File: src/rtl/ff_bank_arbiter.sv
// Round-robin arbiter and sequencer for a shared W-bit preset/clear register.
// Each granted requester gets one operation (load, preset, clear, reserved)
// committed to the shared register, followed by a one-cycle grant pulse.
// All state updates on the falling edge of clk; clr is an async active-high reset.
module ff_bank_arbiter #(
  parameter int unsigned N  = 4,
  parameter int unsigned W  = 4,
  parameter int unsigned IW = $clog2(N)
) (
  input  logic              clk,
  input  logic              clr,
  input  logic [N-1:0]      req,
  input  logic [2*N-1:0]    op,
  input  logic [W*N-1:0]    d,
  output logic [W-1:0]      q,
  output logic [N-1:0]      gnt,
  output logic [IW-1:0]     owner,
  output logic              busy,
  output logic              err
);

  localparam logic StIdle   = 1'b0;
  localparam logic StCommit = 1'b1;

  localparam logic [1:0] OpLoad   = 2'b00;
  localparam logic [1:0] OpPreset = 2'b01;
  localparam logic [1:0] OpClear  = 2'b10;
  localparam logic [1:0] OpRsvd   = 2'b11;

  logic          state_q, state_d;
  logic [IW-1:0] ptr_q, ptr_d;
  logic [IW-1:0] owner_q, owner_d;
  logic [1:0]    op_cap_q, op_cap_d;
  logic [W-1:0]  d_cap_q, d_cap_d;
  logic [W-1:0]  q_q, q_d;
  logic [N-1:0]  gnt_q, gnt_d;
  logic          err_q, err_d;

  logic [1:0]    op_arr [N];
  logic [W-1:0]  d_arr  [N];
  logic          found;
  logic [IW-1:0] win;
  logic [IW-1:0] cand;

  // Split the flat per-requester buses into indexable slices.
  for (genvar g = 0; g < N; g++) begin : g_slice
    assign op_arr[g] = op[2*g +: 2];
    assign d_arr[g]  = d[W*g +: W];
  end

  // Pick the first requester at or after ptr, wrapping modulo N.
  always_comb begin
    found = 1'b0;
    win   = ptr_q;
    cand  = ptr_q;
    for (int unsigned i = 0; i < N; i++) begin
      cand = IW'((32'(ptr_q) + i) % N);
      if (!found && req[cand]) begin
        found = 1'b1;
        win   = cand;
      end
    end
  end

  // Next-state: capture in IDLE, apply and pulse grant in COMMIT.
  always_comb begin
    state_d  = state_q;
    ptr_d    = ptr_q;
    owner_d  = owner_q;
    op_cap_d = op_cap_q;
    d_cap_d  = d_cap_q;
    q_d      = q_q;
    gnt_d    = '0;
    err_d    = 1'b0;
    case (state_q)
      StIdle: begin
        if (found) begin
          state_d  = StCommit;
          owner_d  = win;
          op_cap_d = op_arr[win];
          d_cap_d  = d_arr[win];
        end
      end
      StCommit: begin
        case (op_cap_q)
          OpLoad:   q_d = d_cap_q;
          OpPreset: q_d = '1;
          OpClear:  q_d = '0;
          default:  q_d = q_q;
        endcase
        for (int unsigned i = 0; i < N; i++) begin
          gnt_d[i] = (owner_q == IW'(i));
        end
        err_d   = (op_cap_q == OpRsvd);
        // Winner drops to lowest priority for the next round.
        ptr_d   = (owner_q == IW'(N - 1)) ? '0 : owner_q + IW'(1);
        state_d = StIdle;
      end
      default: state_d = StIdle;
    endcase
  end

  // State registers; clr discards any operation in flight.
  always_ff @(negedge clk or posedge clr) begin
    if (clr) begin
      state_q  <= StIdle;
      ptr_q    <= '0;
      owner_q  <= '0;
      op_cap_q <= '0;
      d_cap_q  <= '0;
      q_q      <= '0;
      gnt_q    <= '0;
      err_q    <= 1'b0;
    end else begin
      state_q  <= state_d;
      ptr_q    <= ptr_d;
      owner_q  <= owner_d;
      op_cap_q <= op_cap_d;
      d_cap_q  <= d_cap_d;
      q_q      <= q_d;
      gnt_q    <= gnt_d;
      err_q    <= err_d;
    end
  end

  assign q     = q_q;
  assign gnt   = gnt_q;
  assign owner = owner_q;
  assign busy  = (state_q == StCommit);
  assign err   = err_q;

endmodule

File: config.mk
export PLATFORM = sky130hd
export DESIGN_NAME = ff_bank_arbiter
export DESIGN_NICKNAME = d
export VERILOG_FILES = /design/src/rtl/ff_bank_arbiter.sv
export SDC_FILE = /design/constraint.sdc
export NUM_CORES = 1
export LEC_CHECK = 0
export BUFFER_PORTS_ARGS = -buffer_cell sky130_fd_sc_hd__buf_4
export CORE_MARGIN = 3
export CORE_UTILIZATION = 45
export DETAILED_ROUTE_END_ITERATION = 10
export PLACE_DENSITY = 0.75
export SLEW_MARGIN = 15
export SYNTH_ARGS = -nofsm -noshare
export SYNTH_HDL_FRONTEND = slang
export SYNTH_SLANG_ARGS = --single-unit
File: constraint.sdc
create_clock -name clk -period 4.1 [get_ports clk]
set_input_delay 0.615 -clock clk [delete_from_list [all_inputs] [get_ports clk]]
set_output_delay 0.615 -clock clk [all_outputs]
set_load 0.01 [all_outputs]
==> Word level (Yosys, flattened, before mapping) <==
Index checks and enable logic that the tools add are counted.
{ "word_totals": {"word_cells": 63, "register_bits": 20, "in_bits": 30} }
{ "classes": {"bitwise": 2, "n_lt_le_gt_ge": 5, "reduce_logical": 11, "n_addsub": 4, "mux": 27, "eq_ne": 6} }
{ "op_table": {"columns": ["operator", "count"], "rows": [
  ["$lt 2x3->1 const B", 4],
  ["$mux 2", 6],
  ["$mux 4", 3],
  ["$pmux 4 s3", 1],
  ["$mux 1", 10],
  ["$bmux 1 s2", 4],
  ["$bmux 4 s2", 1],
  ["$eq 2x2->1 const B", 4],
  ["$add 2x1->2 const B", 2],
  ["$add 2x2->2 const B", 2],
  ["$bmux 2 s2", 1],
  ["$eq 2x1->1 const B", 2],
  ["$logic_not 2->1", 2],
  ["$reduce_and 2->1", 2],
  ["$ge 3x3->1 const B", 1],
  ["$logic_and 1x1->1", 3],
  ["$logic_not 1->1", 3],
  ["$not 2->3", 1],
  ["$reduce_bool 3->1", 1],
  ["$pmux 1 s2", 1],
  ["$not 1->1", 1]
]} }

==> Longest topological paths before layout <==
{ "depth": {"word_depth": 16, "mapped_depth": 6} }

==> flow_summary.json <==
{
  "tritoncts": "done",
  "outcome": "finished, final reports clean",
  "hp-class": "reg -> reg",
  "grt_max_degree": 21,
  "grt_remaining_overflow": 0,
  "drive_gt1_frac": 0.347,
  "synth_top_cell_area_share": 0.471,
  "cp-end-kind": "register",
  "vias_per_cell": 5.20,
  "floorplan.initialDensity": 0.506,
  "wl_um": 2380,
  "p_int_uw": 520,
  "ys_types": 22,
  "cts_buffers": 3,
  "track_usage": 0.178,
  "hold_ws_ns": 0.432,
  "netlist_instances": 103,
  "vias": 920,
  "clk_path_buf_depth": 2,
  "crit_type": "in -> reg",
  "swShare": 0.386,
  "cts_resized": 0,
  "p_leak_uw": 0.000762,
  "first_pass_iters": 4,
  "setup-tns-final_ns": 0,
  "syn_area_per_cell_um2": 10.3,
  "synth-async-reset-ratio": 1.00,
  "fin_cells": 177,
  "syn2layout_area_growth_pct": 36.7,
  "h-tree-depth": 1,
  "worstPathArrival_ns": 2.03,
  "synth-seq-cells": 20,
  "grt_pass1_wl_um": 3810,
  "synthFlopType": "dfrtn_1",
  "yosysTopAreaCell": "dfrtn_1",
  "drtAntennaViolNets": 0,
  "final_util": 0.692,
  "worstPathRequired_ns": 2.17,
  "p_switching_uw": 327,
  "power_frac_seq": 0.410,
  "critPathMaxFanout": 13,
  "antenna_found_initial": 0,
  "hold_viol": 0,
  "clk_latency_ns": 0.29,
  "finalSetupViolCount": 0,
  "cts_setup_buffers": 0,
  "grt_pass1_vias": 896,
  "yosysMostFrequentCell": "dfrtn_1",
  "diodes": 0,
  "maxCapViolations": 0,
  "synth_edf_count": 0,
  "ctsHoldBuffers": 0,
  "io_pins": 42,
  "hpwl_um": 1920,
  "tightest_slew_ns": 0.812,
  "synth.area.top_cells": "dfrtn_1 (47%), mux2i_1 (11%), ha_1 (8.2%)",
  "p_clk_frac": 0.107,
  "die_y_um": 54.6,
  "synth.top_cells.by_count": "dfrtn_1 (20), nand2_1 (14), mux2i_1 (12)",
  "comb_power_share": 0.482,
  "syn-cell-area_um2": 1060,
  "rows": 16,
  "core_area_um2": 2100,
  "fp.dieArea_um2": 2980,
  "portBuffers": 41,
  "place_congestion": 0.811,
  "synth_warnings": 0,
  "final_nets": 189,
  "clk_pin_slew_worst_paths_ns": 0.07,
  "drt_iter0_markers": 27,
  "worst_setup_path_start_kind": "primary input",
  "routedWlPerCell_um": 13.4,
  "seq_area_frac_synth": 0.471,
  "finalMaxSlewViolations": 0,
  "p_per_area_nw_per_um2": 583,
  "slew_headroom": 0.459,
  "die_w_um": 54.6,
  "nFillCells": 151,
  "skew_ns": 0.00266,
  "clkSinkCount": 20,
  "dp_cells": 174,
  "remaining_drc_errors": 0,
  "ir_worst_vdd_uv": 381,
  "cts-root-buf": "clkbuf_4",
  "grt_setup_unrepaired": "no",
  "syn_nets": 140
}
[state kept, by name, indices dropped and copies added, names as in the netlist]
signal / count
ptr_q: 2
gnt: 4
op_cap_q: 2
q: 4
d_cap_q: 4
err: 1
owner: 2
busy: 1
[critical path, stage by stage]
cell,delay [ns]
buf_4,0.12
a21o_1,0.18
o21ai_2,0.65
mux2i_1,0.30
o221ai_1,0.15
[worst paths after layout]
check | from | end | slack (ns) | cells past startpoint
max in group asynchronous | clr | d_cap_q[1]$_DFFE_NP0P_ | 1.59 | 3
min in group asynchronous | clr | gnt[2]$_DFF_NP0_ | 2.28 | 3
hold / removal | q[2]$_DFFE_NP0P_ | q[2]$_DFFE_NP0P_ | 0.43 | 2
setup / recovery | req[0] | d_cap_q[0]$_DFFE_NP0P_ | 0.14 | 5
setup reg to reg | ptr_q[0]$_DFFE_NP0P_ | d_cap_q[0]$_DFFE_NP0P_ | 2.10 | 5
hold reg to reg | q[2]$_DFFE_NP0P_ | q[2]$_DFFE_NP0P_ | 0.43 | 2
[metrics by stage]
stage	area, um^2	worst slack [ns]	total power (uW)
after floorplan	1060	0.362	609
after global placement	1430	-0.0587	742
after detailed placement	1430	-0.186	763
after CTS	1450	0.135	857
after global routing	1450	0.0738	930
final	1450	0.144	847
[cells by family after synthesis]
family | Yosys count | share of synthesized area
muxes | 13 | 0.124
DFF | 20 | 0.471
buffers and inverters | 10 | 0.0424
adders and majority gates | 7 | 0.0823
and+or+nand+nor | 27 | 0.122
AOI/OAI and AO/OA | 26 | 0.159
[per-layer routing]
metal	routed length, um	vias up	track usage
met2	1200	38	0.315
met5	0	-	0
met3	150	2	0.0245
li1	-	458	-
met4	14	0	0.0664
met1	1010	422	0.216
[layout make-up]
type / count / area (um^2) / area share
multi-input cells: 73 / 518 / 0.356
flip-flops and latches: 20 / 500 / 0.344
repair buffers: 47 / 353 / 0.243
well taps: 27 / 33.8 / 0.0232
inverters: 7 / 26.3 / 0.0181
clock buffers: 3 / 22.5 / 0.0155
[placed cells by master, fill, tap and decap left out]
cell type	instances
o21ai_2	1
mux2_2	1
o31ai_1	1
nand3b_1	1
mux2i_1	12
or2_1	1
ha_1	7
nand2b_1	1
o21ai_1	5
and2_1	5
inv_1	7
a21oi_1	6
o21ai_0	3
nor2_1	2
clkbuf_4	3
nand2_1	14
o221ai_1	7
nor2b_1	3
dfrtn_1	20
o22ai_1	1
buf_4	47
a21o_1	2
[power groups by stage]
stage,sequential [uW],clock (uW),combinational (uW)
global route,360,102,468
floorplan,355,0,254
finish,348,91.0,408
CTS,348,95.6,413
detailed placement,352,0,412
global placement,345,0,398
No activity file was read; power rests on OpenSTA's default activity.
